**src/rtl/axil_reg_pkg.sv**
```systemverilog
// Shared definitions for the AXI4-Lite register bank and its bus wrapper.
// The response encodings let the wrapper turn rd_err/wr_err into BRESP/RRESP.
package axil_reg_pkg;

  localparam logic [1:0] RESP_OKAY   = 2'b00;
  localparam logic [1:0] RESP_SLVERR = 2'b10;

  // Number of byte lanes (and therefore strobe bits) in a data word
  function automatic int byte_count(input int data_w);
    return data_w / 8;
  endfunction

endpackage

```
**src/rtl/axil_reg_bank_if.sv**
```systemverilog
// Software-side request/response channels of the register bank.
// The master modport is the AXI4-Lite channel FSM side; the slave modport is the bank.
interface axil_reg_bank_if
  import axil_reg_pkg::*;
#(
  parameter int DATA_W = 32,
  parameter int ADDR_W = 3
);

  localparam int STRB_W = byte_count(DATA_W);

  logic              rd_req;
  logic [ADDR_W-1:0] rd_addr;
  logic              rd_valid;
  logic [DATA_W-1:0] rd_data;
  logic              rd_err;

  logic              wr_req;
  logic [ADDR_W-1:0] wr_addr;
  logic [DATA_W-1:0] wr_data;
  logic [STRB_W-1:0] wr_strb;
  logic              wr_ack;
  logic              wr_err;

  modport master (
    output rd_req, rd_addr, wr_req, wr_addr, wr_data, wr_strb,
    input  rd_valid, rd_data, rd_err, wr_ack, wr_err
  );

  modport slave (
    input  rd_req, rd_addr, wr_req, wr_addr, wr_data, wr_strb,
    output rd_valid, rd_data, rd_err, wr_ack, wr_err
  );

endinterface

```
**src/rtl/axil_reg_strb_merge.sv**
```systemverilog
// Next-value logic for one register: hardware update forms the base value,
// then every software-strobed byte is laid on top, so software wins per byte.
module axil_reg_strb_merge
  import axil_reg_pkg::*;
#(
  parameter  int DATA_W = 32,
  localparam int STRB_W = byte_count(DATA_W)
) (
  input  logic [DATA_W-1:0] old_val,
  input  logic [DATA_W-1:0] sw_data,
  input  logic [STRB_W-1:0] sw_strb,
  input  logic              sw_en,
  input  logic [DATA_W-1:0] hw_data,
  input  logic              hw_en,
  output logic [DATA_W-1:0] next_val
);

  // Hardware data (or the held value) first, then the software bytes override it
  always_comb begin
    next_val = hw_en ? hw_data : old_val;
    if (sw_en) begin
      for (int b = 0; b < STRB_W; b++) begin
        if (sw_strb[b]) begin
          next_val[b*8 +: 8] = sw_data[b*8 +: 8];
        end
      end
    end
  end

endmodule

```
**src/rtl/axil_reg_bank.sv**
```systemverilog
// Parametrised register bank with byte strobes, read-only protection,
// a hardware update port and write-first read forwarding.
module axil_reg_bank
  import axil_reg_pkg::*;
#(
  parameter int                         DATA_W    = 32,
  parameter int                         NUM_REGS  = 8,
  parameter int                         ADDR_W    = $clog2(NUM_REGS),
  parameter logic [NUM_REGS-1:0]        RO_MASK   = '0,
  parameter logic [NUM_REGS*DATA_W-1:0] RESET_VAL = '0
) (
  input  logic                       clk,
  input  logic                       rst,
  axil_reg_bank_if.slave             bus,
  input  logic [NUM_REGS-1:0]        hw_we,
  input  logic [NUM_REGS*DATA_W-1:0] hw_wdata,
  output logic [NUM_REGS*DATA_W-1:0] reg_q
);

  logic [DATA_W-1:0]   regs     [NUM_REGS];
  logic [DATA_W-1:0]   next_val [NUM_REGS];
  logic [NUM_REGS-1:0] wr_hit;
  logic [NUM_REGS-1:0] rd_hit;
  logic [DATA_W-1:0]   rd_next;
  logic                wr_legal;

  // Address decode compares the full index, so out-of-range indices never alias
  for (genvar i = 0; i < NUM_REGS; i++) begin : g_reg
    assign wr_hit[i] = (bus.wr_addr == ADDR_W'(i));
    assign rd_hit[i] = (bus.rd_addr == ADDR_W'(i));
    assign reg_q[i*DATA_W +: DATA_W] = regs[i];

    axil_reg_strb_merge #(.DATA_W(DATA_W)) u_merge (
      .old_val  (regs[i]),
      .sw_data  (bus.wr_data),
      .sw_strb  (bus.wr_strb),
      .sw_en    (bus.wr_req && wr_hit[i] && !RO_MASK[i]),
      .hw_data  (hw_wdata[i*DATA_W +: DATA_W]),
      .hw_en    (hw_we[i]),
      .next_val (next_val[i])
    );
  end

  // A write is legal only when it lands on an existing, writable register
  assign wr_legal = |(wr_hit & ~RO_MASK);

  // Read bypass: return the value the addressed register takes at this edge
  always_comb begin
    rd_next = '0;
    for (int i = 0; i < NUM_REGS; i++) begin
      if (rd_hit[i]) begin
        rd_next = next_val[i];
      end
    end
  end

  // Register storage; reset overrides both software and hardware updates
  always_ff @(posedge clk) begin
    for (int i = 0; i < NUM_REGS; i++) begin
      if (rst) begin
        regs[i] <= RESET_VAL[i*DATA_W +: DATA_W];
      end else begin
        regs[i] <= next_val[i];
      end
    end
  end

  // One-cycle responses; rd_data holds until the next accepted read
  always_ff @(posedge clk) begin
    if (rst) begin
      bus.rd_valid <= 1'b0;
      bus.rd_data  <= '0;
      bus.rd_err   <= 1'b0;
      bus.wr_ack   <= 1'b0;
      bus.wr_err   <= 1'b0;
    end else begin
      bus.rd_valid <= bus.rd_req;
      bus.rd_err   <= bus.rd_req && !(|rd_hit);
      if (bus.rd_req) begin
        bus.rd_data <= rd_next;
      end
      bus.wr_ack <= bus.wr_req;
      bus.wr_err <= bus.wr_req && !wr_legal;
    end
  end

endmodule

```
**src/flat_wrapper.sv**
```systemverilog
// flat-port wrapper written by rule: the top's interface ports become plain ports
module axil_reg_bank_flat import axil_reg_pkg::*;
#(
  parameter int                         DATA_W    = 32,
  parameter int                         NUM_REGS  = 8,
  parameter int                         ADDR_W    = $clog2(NUM_REGS),
  parameter logic [NUM_REGS-1:0]        RO_MASK   = '0,
  parameter logic [NUM_REGS*DATA_W-1:0] RESET_VAL = '0
)
  (clk, rst, hw_we, hw_wdata, reg_q, bus_rd_req, bus_rd_addr, bus_wr_req, bus_wr_addr, bus_wr_data, bus_wr_strb, bus_rd_valid, bus_rd_data, bus_rd_err, bus_wr_ack, bus_wr_err);
  axil_reg_bank_if #(.DATA_W(DATA_W), .ADDR_W(ADDR_W)) bus_i ();
  input  logic clk;
  input  logic rst;
  input  logic [NUM_REGS-1:0] hw_we;
  input  logic [NUM_REGS*DATA_W-1:0] hw_wdata;
  output logic [NUM_REGS*DATA_W-1:0] reg_q;
  input wire logic [$bits(bus_i.rd_req)-1:0] bus_rd_req;
  input wire logic [$bits(bus_i.rd_addr)-1:0] bus_rd_addr;
  input wire logic [$bits(bus_i.wr_req)-1:0] bus_wr_req;
  input wire logic [$bits(bus_i.wr_addr)-1:0] bus_wr_addr;
  input wire logic [$bits(bus_i.wr_data)-1:0] bus_wr_data;
  input wire logic [$bits(bus_i.wr_strb)-1:0] bus_wr_strb;
  output wire logic [$bits(bus_i.rd_valid)-1:0] bus_rd_valid;
  output wire logic [$bits(bus_i.rd_data)-1:0] bus_rd_data;
  output wire logic [$bits(bus_i.rd_err)-1:0] bus_rd_err;
  output wire logic [$bits(bus_i.wr_ack)-1:0] bus_wr_ack;
  output wire logic [$bits(bus_i.wr_err)-1:0] bus_wr_err;
  assign bus_i.rd_req = bus_rd_req;
  assign bus_i.rd_addr = bus_rd_addr;
  assign bus_i.wr_req = bus_wr_req;
  assign bus_i.wr_addr = bus_wr_addr;
  assign bus_i.wr_data = bus_wr_data;
  assign bus_i.wr_strb = bus_wr_strb;
  assign bus_rd_valid = bus_i.rd_valid;
  assign bus_rd_data = bus_i.rd_data;
  assign bus_rd_err = bus_i.rd_err;
  assign bus_wr_ack = bus_i.wr_ack;
  assign bus_wr_err = bus_i.wr_err;
  axil_reg_bank #(.DATA_W(DATA_W), .NUM_REGS(NUM_REGS), .ADDR_W(ADDR_W), .RO_MASK(RO_MASK), .RESET_VAL(RESET_VAL)) u_core (.clk(clk), .rst(rst), .bus(bus_i), .hw_we(hw_we), .hw_wdata(hw_wdata), .reg_q(reg_q));
endmodule
```
**config.mk**
```make
export PLATFORM = sky130hd
export DESIGN_NAME = axil_reg_bank_flat
export DESIGN_NICKNAME = d
export VERILOG_FILES = /design/src/rtl/axil_reg_pkg.sv /design/src/rtl/axil_reg_bank_if.sv /design/src/rtl/axil_reg_strb_merge.sv /design/src/rtl/axil_reg_bank.sv /design/src/flat_wrapper.sv
export SDC_FILE = /design/constraint.sdc
export NUM_CORES = 1
export LEC_CHECK = 0
export ABC_AREA = 1
export CAP_MARGIN = 15
export CORE_AREA = 2 2 237 239
export CTS_BUF_LIST = sky130_fd_sc_hd__clkbuf_2 sky130_fd_sc_hd__clkbuf_4 sky130_fd_sc_hd__clkbuf_8
export DETAILED_ROUTE_END_ITERATION = 10
export DIE_AREA = 0 0 239 241
export HOLD_SLACK_MARGIN = 0.1
export PLACE_DENSITY = 0.64
export SYNTH_ARGS = -nofsm -noshare
export SYNTH_HDL_FRONTEND = slang
export SYNTH_SLANG_ARGS = --single-unit
export TNS_END_PERCENT = 100
```
**constraint.sdc**
```tcl
create_clock -name clk -period 4.9 [get_ports clk]
set_clock_uncertainty 0.1 [all_clocks]
set_input_delay 0.49 -clock clk [delete_from_list [all_inputs] [get_ports clk]]
set_output_delay 0.49 -clock clk [all_outputs]
set_load 0.1 [all_outputs]
```
==> results of run 1 <==
==> cells by family after synthesis <==
kind of cell | Yosys count | synth area share
buffers and inverters | 560 | 0.1314
muxes | 64 | 0.04196
and+or+nand+nor | 1238 | 0.3106
other | 1 | 0.0002316
AOI/OAI and AO/OA | 452 | 0.1548
DFF | 292 | 0.3610
==> worst max-delay path, stage by stage <==
cell             delay (ps)
clkdlybuf4s50_1         880
buf_4                   410
nand2_1                 330
inv_1                   180
nand2_1                 140
nand2_1                  60
nand2_1                  70
nand3_1                 150
nor2_1                  280
nand4_1                 130
nand2_1                  80
a21oi_1                  60
==> routing by layer <==
layer,vias to the layer above,track usage,wire [um]
li1,9370,-,-
met4,4,0.1072,3144
met5,-,0,27
met3,167,0.05650,7415
met1,8817,0.3994,38190
met2,1051,0.4153,35860
==> synthesized netlist by cell type <==
master / number / area share
o21bai_1: 1 / 0.00046
inv_1: 400 / 0.093
nor3_2: 2 / 0.0012
nand3b_1: 1 / 0.00046
nand2_2: 1 / 0.00039
nor2_2: 8 / 0.0031
o21a_1: 2 / 0.00093
nor2_1: 300 / 0.070
o21ai_0: 227 / 0.070
mux2i_1: 33 / 0.020
mux2_2: 31 / 0.022
clkbuf_1: 114 / 0.026
a22oi_1: 62 / 0.029
dfxtp_1: 292 / 0.36
buf_2: 21 / 0.0065
buf_1: 21 / 0.0049
o22ai_1: 63 / 0.024
inv_2: 4 / 0.00093
nor3_1: 7 / 0.0022
a211oi_1: 1 / 0.00046
nand3_1: 136 / 0.042
conb_1: 1 / 0.00023
a21oi_1: 96 / 0.030
nand4_1: 63 / 0.024
nand2_1: 719 / 0.17
nand3_2: 1 / 0.00062
==> state kept, by name, indices dropped and copies added (netlist names) <==
| register | cells |
|---|---|
| u_core.bus.wr_err | 1 |
| u_core.bus.rd_err | 1 |
| u_core.bus.rd_data | 32 |
| u_core.regs | 256 |
| u_core.bus.wr_ack | 1 |
| u_core.bus.rd_valid | 1 |
==> cell type report <==
cell class	count	area share
multi-input cells	1756	0.3434
repair buffers	641	0.2622
clock buffers	81	0.04318
flip-flops and latches	292	0.2427
inverters	404	0.06297
well taps	704	0.03658
clock inverters	16	0.007845
diodes	11	0.001143
==> placed cells by master, fill, tap and decap left out, drive strengths merged, types with 2 or more instances in the layout <==
cell type / netlist / final
a21oi: 96 / 96
diode: 0 / 11
a22oi: 62 / 62
nand3: 137 / 137
inv: 404 / 405
nand4: 63 / 63
clkbuf: 114 / 81
clkdlybuf4s50: 0 / 592
bufinv: 0 / 4
o21ai: 227 / 227
clkinvlp: 0 / 2
clkinv: 0 / 9
o22ai: 63 / 63
o21a: 2 / 2
dfxtp: 292 / 292
nor2: 308 / 308
mux2i: 33 / 33
conb: 1 / 2
buf: 42 / 49
nand2: 720 / 720
mux2: 31 / 31
nor3: 9 / 9
==> power breakdown <==
part	switching, mW	leakage, nW	total [mW]	internal, mW
Clock	1.16	0.648	2.73	1.57
Sequential	0.103	2.42	2.64	2.54
Combinational	2.02	7.85	2.77	0.752
Total	3.29	10.9	8.14	4.86
==> metrics by stage <==
stage,setup WS [ps],util,total power [mW]
global route,1786,0.4388,8.429
finish,2007,0.4388,8.145
global placement,1482,0.4154,5.440
floorplan,2926,-,4.499
CTS,1968,0.4383,8.154
detailed placement,1454,0.4159,5.433
==> how the worst max path moves through the flow <==
stage                                 startpoint                      to  slack, ps  cells after the start
after floorplan                         hw_we[7]  u_core.bus.rd_data[24]       2930                      9
after global placement            bus_wr_strb[1]  u_core.bus.rd_data[13]       1480                     10
after detailed placement          bus_wr_strb[1]  u_core.bus.rd_data[10]       1450                     10
after CTS                 u_core.bus.rd_data[16]         bus_rd_data[16]       1970                      1
after global routing              bus_wr_strb[1]  u_core.bus.rd_data[15]       1790                     11
final                             bus_wr_strb[2]  u_core.bus.rd_data[19]       2010                     12
==> qor.yml, run 1 <==
max_slew_margin: 0.2367
dieArea_mm2: 0.05760
cts-buffers-inserted: 55
clkTransAtPathRegs_ps: 60
post_cts_buffers: 0
drive_gt1_frac: 0.06270
viasPerCell: 4.970
first_pass_iters: 6
fp-row-count: 86
io-pin-count: 602
path_class: "primary input to flop"
min_to: "u_core.regs[7][26]"
synth_area_mm2: 0.01619
synth_seq_cells: 292
finalWirelength_um: 84640
grt_overflow: 0
finalNetCount: 3460
drc: 0
final-seq-area_mm2: 0.005846
vdd_drop_max_mv: 0.1826
cp_max_fo: 19
cellLeakagePower_nw: 10.92
area_delta_synth_final_pct: 48.73
cts_sinks: 292
fin_tns_setup_ps: 0
drtIter0Drc: 2040
clockBufferDepth: 3
place.gp.congestion: 0.9829
fin_cells: 3905
grt_max_degree: 137
cts_tree: "done"
cp.required_ps: 5290
synth_cell_types: 26
final-hold-violation-count: 0
multi_input_area_mm2: 0.008269
root_buffer: "clkbuf_8"
grt_pass1_vias: 17830
die_h_um: 241
startpoint_type: "primary input"
grtUsageTotal: 0.2808
dp.cells: 3797
hold_depth: 2
clk_latency_ps: 660
hold_class: "primary input to flop"
worstHoldStart: "rst"
post_synth.cell_area_avg_um2: 6.211
synthCells: 2607
vias: 19410
yosysSeqAreaShare: 0.3610
arrival_ps: 3280
worst_pin_slew_ps: 1141
rr_endpoint: "u_core.bus.rd_data[24]"
io_buffers: 601
yosys_warnings: 0
period_minus_slack_ps: 2893
cts-resized-gates: 0
r2r_start: "u_core.regs[1][24]"
htreeDepth: 2
chipWidth_um: 239
rsz0062_at_grt: "false"
antenna_found_initial: 13
num-fill-cells: 5830
final_area_mm2: 0.02408
setup_violations: 0
core_mm2: 0.05488
drv_cap: 0
start_util: 0.2951
rrSetupSlack_ps: 2990
cts_hold_buf: 0
status: "complete, no violations"
hpwl_um: 66740
hold_ws_ps: 270.8
p_per_area_mw_per_mm2: 338.2
drtAntennaViolNets: 0
crit_path_end_kind: "flop"
drv_slew: 0
max_freq_ghz: 0.3456
wl_per_cell_um: 21.67
post_dp_cell_area_mm2: 0.02283
reg2reg_depth: 10
grt_pass1_wl_um: 120100
fin_crit_sh: 0.5904
(Power assumes the default switching activity.)
==> run 2, diff against run 1 <==
CORE_AREA = 2 2 231 233   (was 2 2 237 239)
DIE_AREA = 0 0 233 235   (was 0 0 239 241)
PLACE_DENSITY = 0.69   (was 0.64)
clock period = 2.6 ns   (was 4.9 ns; I/O delays follow)
==> run 2 against run 1 <==
  * First-iteration DRC count increased by 18%
  * Highest routed layer is now met4
  * Worst setup slack got worse by 1500 ps
  * Global-route usage is 1.2 points higher
  * Routed wire length fell by 2.3%
  * Register-to-register slack lost 2300 ps
  * Final area grew 2.6%
  * Die area shrank 4.9%
  * Largest cell class unchanged
  * Sequential cell count unchanged
  * Sequential share of layout area decreased by 0.61 points
  * Via count rose by 2.6%
  * Largest power group unchanged
==> qor.yml, run 2 (synthesized netlist as in run 1, its figures left out) <==
clk_latency_ps: 660  # about the same
arrival_ps: 2550  # was 3280 ps
worst_pin_slew_ps: 801.5  # was 1141 ps
vias: 19920  # was 19410
io_buffers: 601  # unchanged
cellLeakagePower_nw: 12.17  # was 10.92 nW
cts-buffers-inserted: 54  # was 55
fin_util: 0.4729  # was 0.4388
cts_tree: "done"  # unchanged
top_regs: "u_core.regs (256), u_core.bus.rd_data (32)"  # unchanged
drtAntennaViolNets: 0  # unchanged
power.internal_mw: 9.037  # was 4.857 mW
hold_depth: 5  # was 2
p_sw_mw: 6.204  # was 3.287 mW
viasPerCell: 4.938  # was 4.970
setup_violations: 0  # unchanged
io-pin-count: 602  # unchanged
hold_ws_ps: 176.4  # was 270.8 ps
drive_gt1_frac: 0.1902  # was 0.06270
crit_path_end_kind: "flop"  # unchanged
root_buffer: "clkbuf_8"  # unchanged
p_per_area_mw_per_mm2: 617.0  # was 338.2 mW/mm^2
rsz0062_at_grt: "false"  # unchanged
period_minus_slack_ps: 2104
vdd_drop_max_mv: 0.3536  # was 0.1826 mV
cts-resized-gates: 0  # unchanged
max_freq_ghz: 0.4753
drv_slew: 0  # unchanged
seq_power_share: 0.327  # was 0.324
clockPowerShare: 0.321  # was 0.335
die_h_um: 235  # was 241 um
htreeDepth: 2  # unchanged
cp.required_ps: 3050  # was 5290 ps
max_slew_margin: 0.4657  # was 0.2367
drc: 0  # unchanged
chipWidth_um: 233  # was 239 um
hpwl_um: 66180  # was 66740 um
grt_pass1_wl_um: 120700  # was 120100 um
grt_pass1_vias: 18890  # was 17830
final_common_cell: "nand2_1"  # unchanged
cp_max_fo: 30  # was 19
swShare: 0.4070  # was 0.4036
fp-row-count: 84  # was 86
clkTransAtPathRegs_ps: 60  # about the same
regMostFlops: "u_core.regs"  # unchanged
cts_sinks: 292  # unchanged
dieArea_mm2: 0.05476  # was 0.05760 mm^2
finalNetCount: 3602  # was 3460
drtIter0Drc: 2416  # was 2040
fin_crit_sh: 0.8093
hold_class: "primary input to flop"  # unchanged
place.gp.congestion: 1.000  # was 0.9829
status: "complete, no violations"  # unchanged
reg2reg_depth: 11  # was 10
area_delta_synth_final_pct: 52.57  # was 48.73%
combinationalPowerShare: 0.352  # was 0.340
wl_per_cell_um: 20.51  # was 21.67 um
start_util: 0.3100  # was 0.2951
drv_cap: 0  # unchanged
startpoint_type: "primary input"  # unchanged
core_mm2: 0.05224  # was 0.05488 mm^2
grt_overflow: 0  # unchanged
first_pass_iters: 8  # was 6
grt_max_degree: 97  # was 137
final-hold-violation-count: 0  # unchanged
clockBufferDepth: 3  # unchanged
largest_register_ffs: 256  # unchanged
grtUsageTotal: 0.2925  # was 0.2808
path_class: "primary input to flop"  # unchanged
finalWirelength_um: 82720  # was 84640 um
post_cts_buffers: 0  # unchanged
final_cell_mix: "nand2_1, buf_4, inv_1, clkdlybuf4s50_1, nor2_1"  # was nand2_1, clkdlybuf4s50_1, inv_1, nor2_1, dfxtp_1
antenna_found_initial: 12  # was 13
[run 2: cell types whose count changed in the layout (fill, tap and decap cells not counted)]
cell	change
buf_16	-1
clkinvlp_4	-1
dlygate4sd3_1	+2
diode_2	+1
bufinv_16	-2
buf_12	+29
clkdlybuf4s50_1	-292
clkinv_2	+5
inv_6	-1
buf_4	+405
[run 2: area by class of cell]
class                           instances  area, um^2
Antenna cell                           12       30.03
Tap cell                              688       860.8
Inverter                              404        1516
Fill cell                            5375       27530
Clock inverter                         17       137.6
Timing Repair Buffer                  784        7004
Clock buffer                           81        1040
Sequential cell                       292        5846
Multi-Input combinational cell       1756        8269
[run 2: worst paths after layout]
kind	slack, ps	end	startpoint
hold / removal	180	u_core.regs[5][21]	hw_we[5]
setup reg to reg	720	u_core.bus.rd_data[24]	u_core.regs[1][24]
hold reg to reg	370	u_core.bus.rd_data[22]	u_core.bus.rd_data[22]
setup / recovery	500	u_core.bus.rd_data[19]	bus_wr_addr[2]
[run 2: critical path, cell delays in order]
cell and delay (ps):
clkdlybuf4s50_1 490, buf_4 180, nor2_4 150, buf_12 200, nand3_1 120, buf_4 180
nand2_1 70, nand2_1 50, nand2_1 50, nand3_1 130, nor2_1 300, nand4_1 200
nand2_1 100, a21oi_1 60
[run 2: metrics by stage]
stage          TNS [ps]  setup slack [ps]  cell area, um^2  power, mW  instances
6_report              0             495.9            24700      15.24       4034
5_1_grt               0             417.9            24700      15.79       4034
4_1_cts               0             627.9            24670      15.27       4022
3_5_place_dp     -218.5            -67.36            23480      10.37       3922
3_3_place_gp     -198.1            -69.60            23480      10.38       3922
2_1_floorplan         0             790.9            16200      8.479       2608
[run 2: timing repair]
item                                    CTS  global route
endpoints found under the setup margin    0             0
endpoints found under the hold margin    84             0
hold buffers                              2             0
[run 2: routing by layer]
metal,GRT usage,part of all wire
met3,0.06529,0.096
met5,0,0
met4,0.1031,0.033
met2,0.4354,0.43
met1,0.4120,0.44
[run 2: power groups by stage]
stage	combinational [mW]	sequential (mW)	clock, mW
finish	5.36	4.98	4.90
floorplan	1.26	7.22	0
CTS	5.32	4.98	4.97
global route	5.61	5.01	5.17
detailed placement	5.30	5.07	0
global placement	5.31	5.07	0
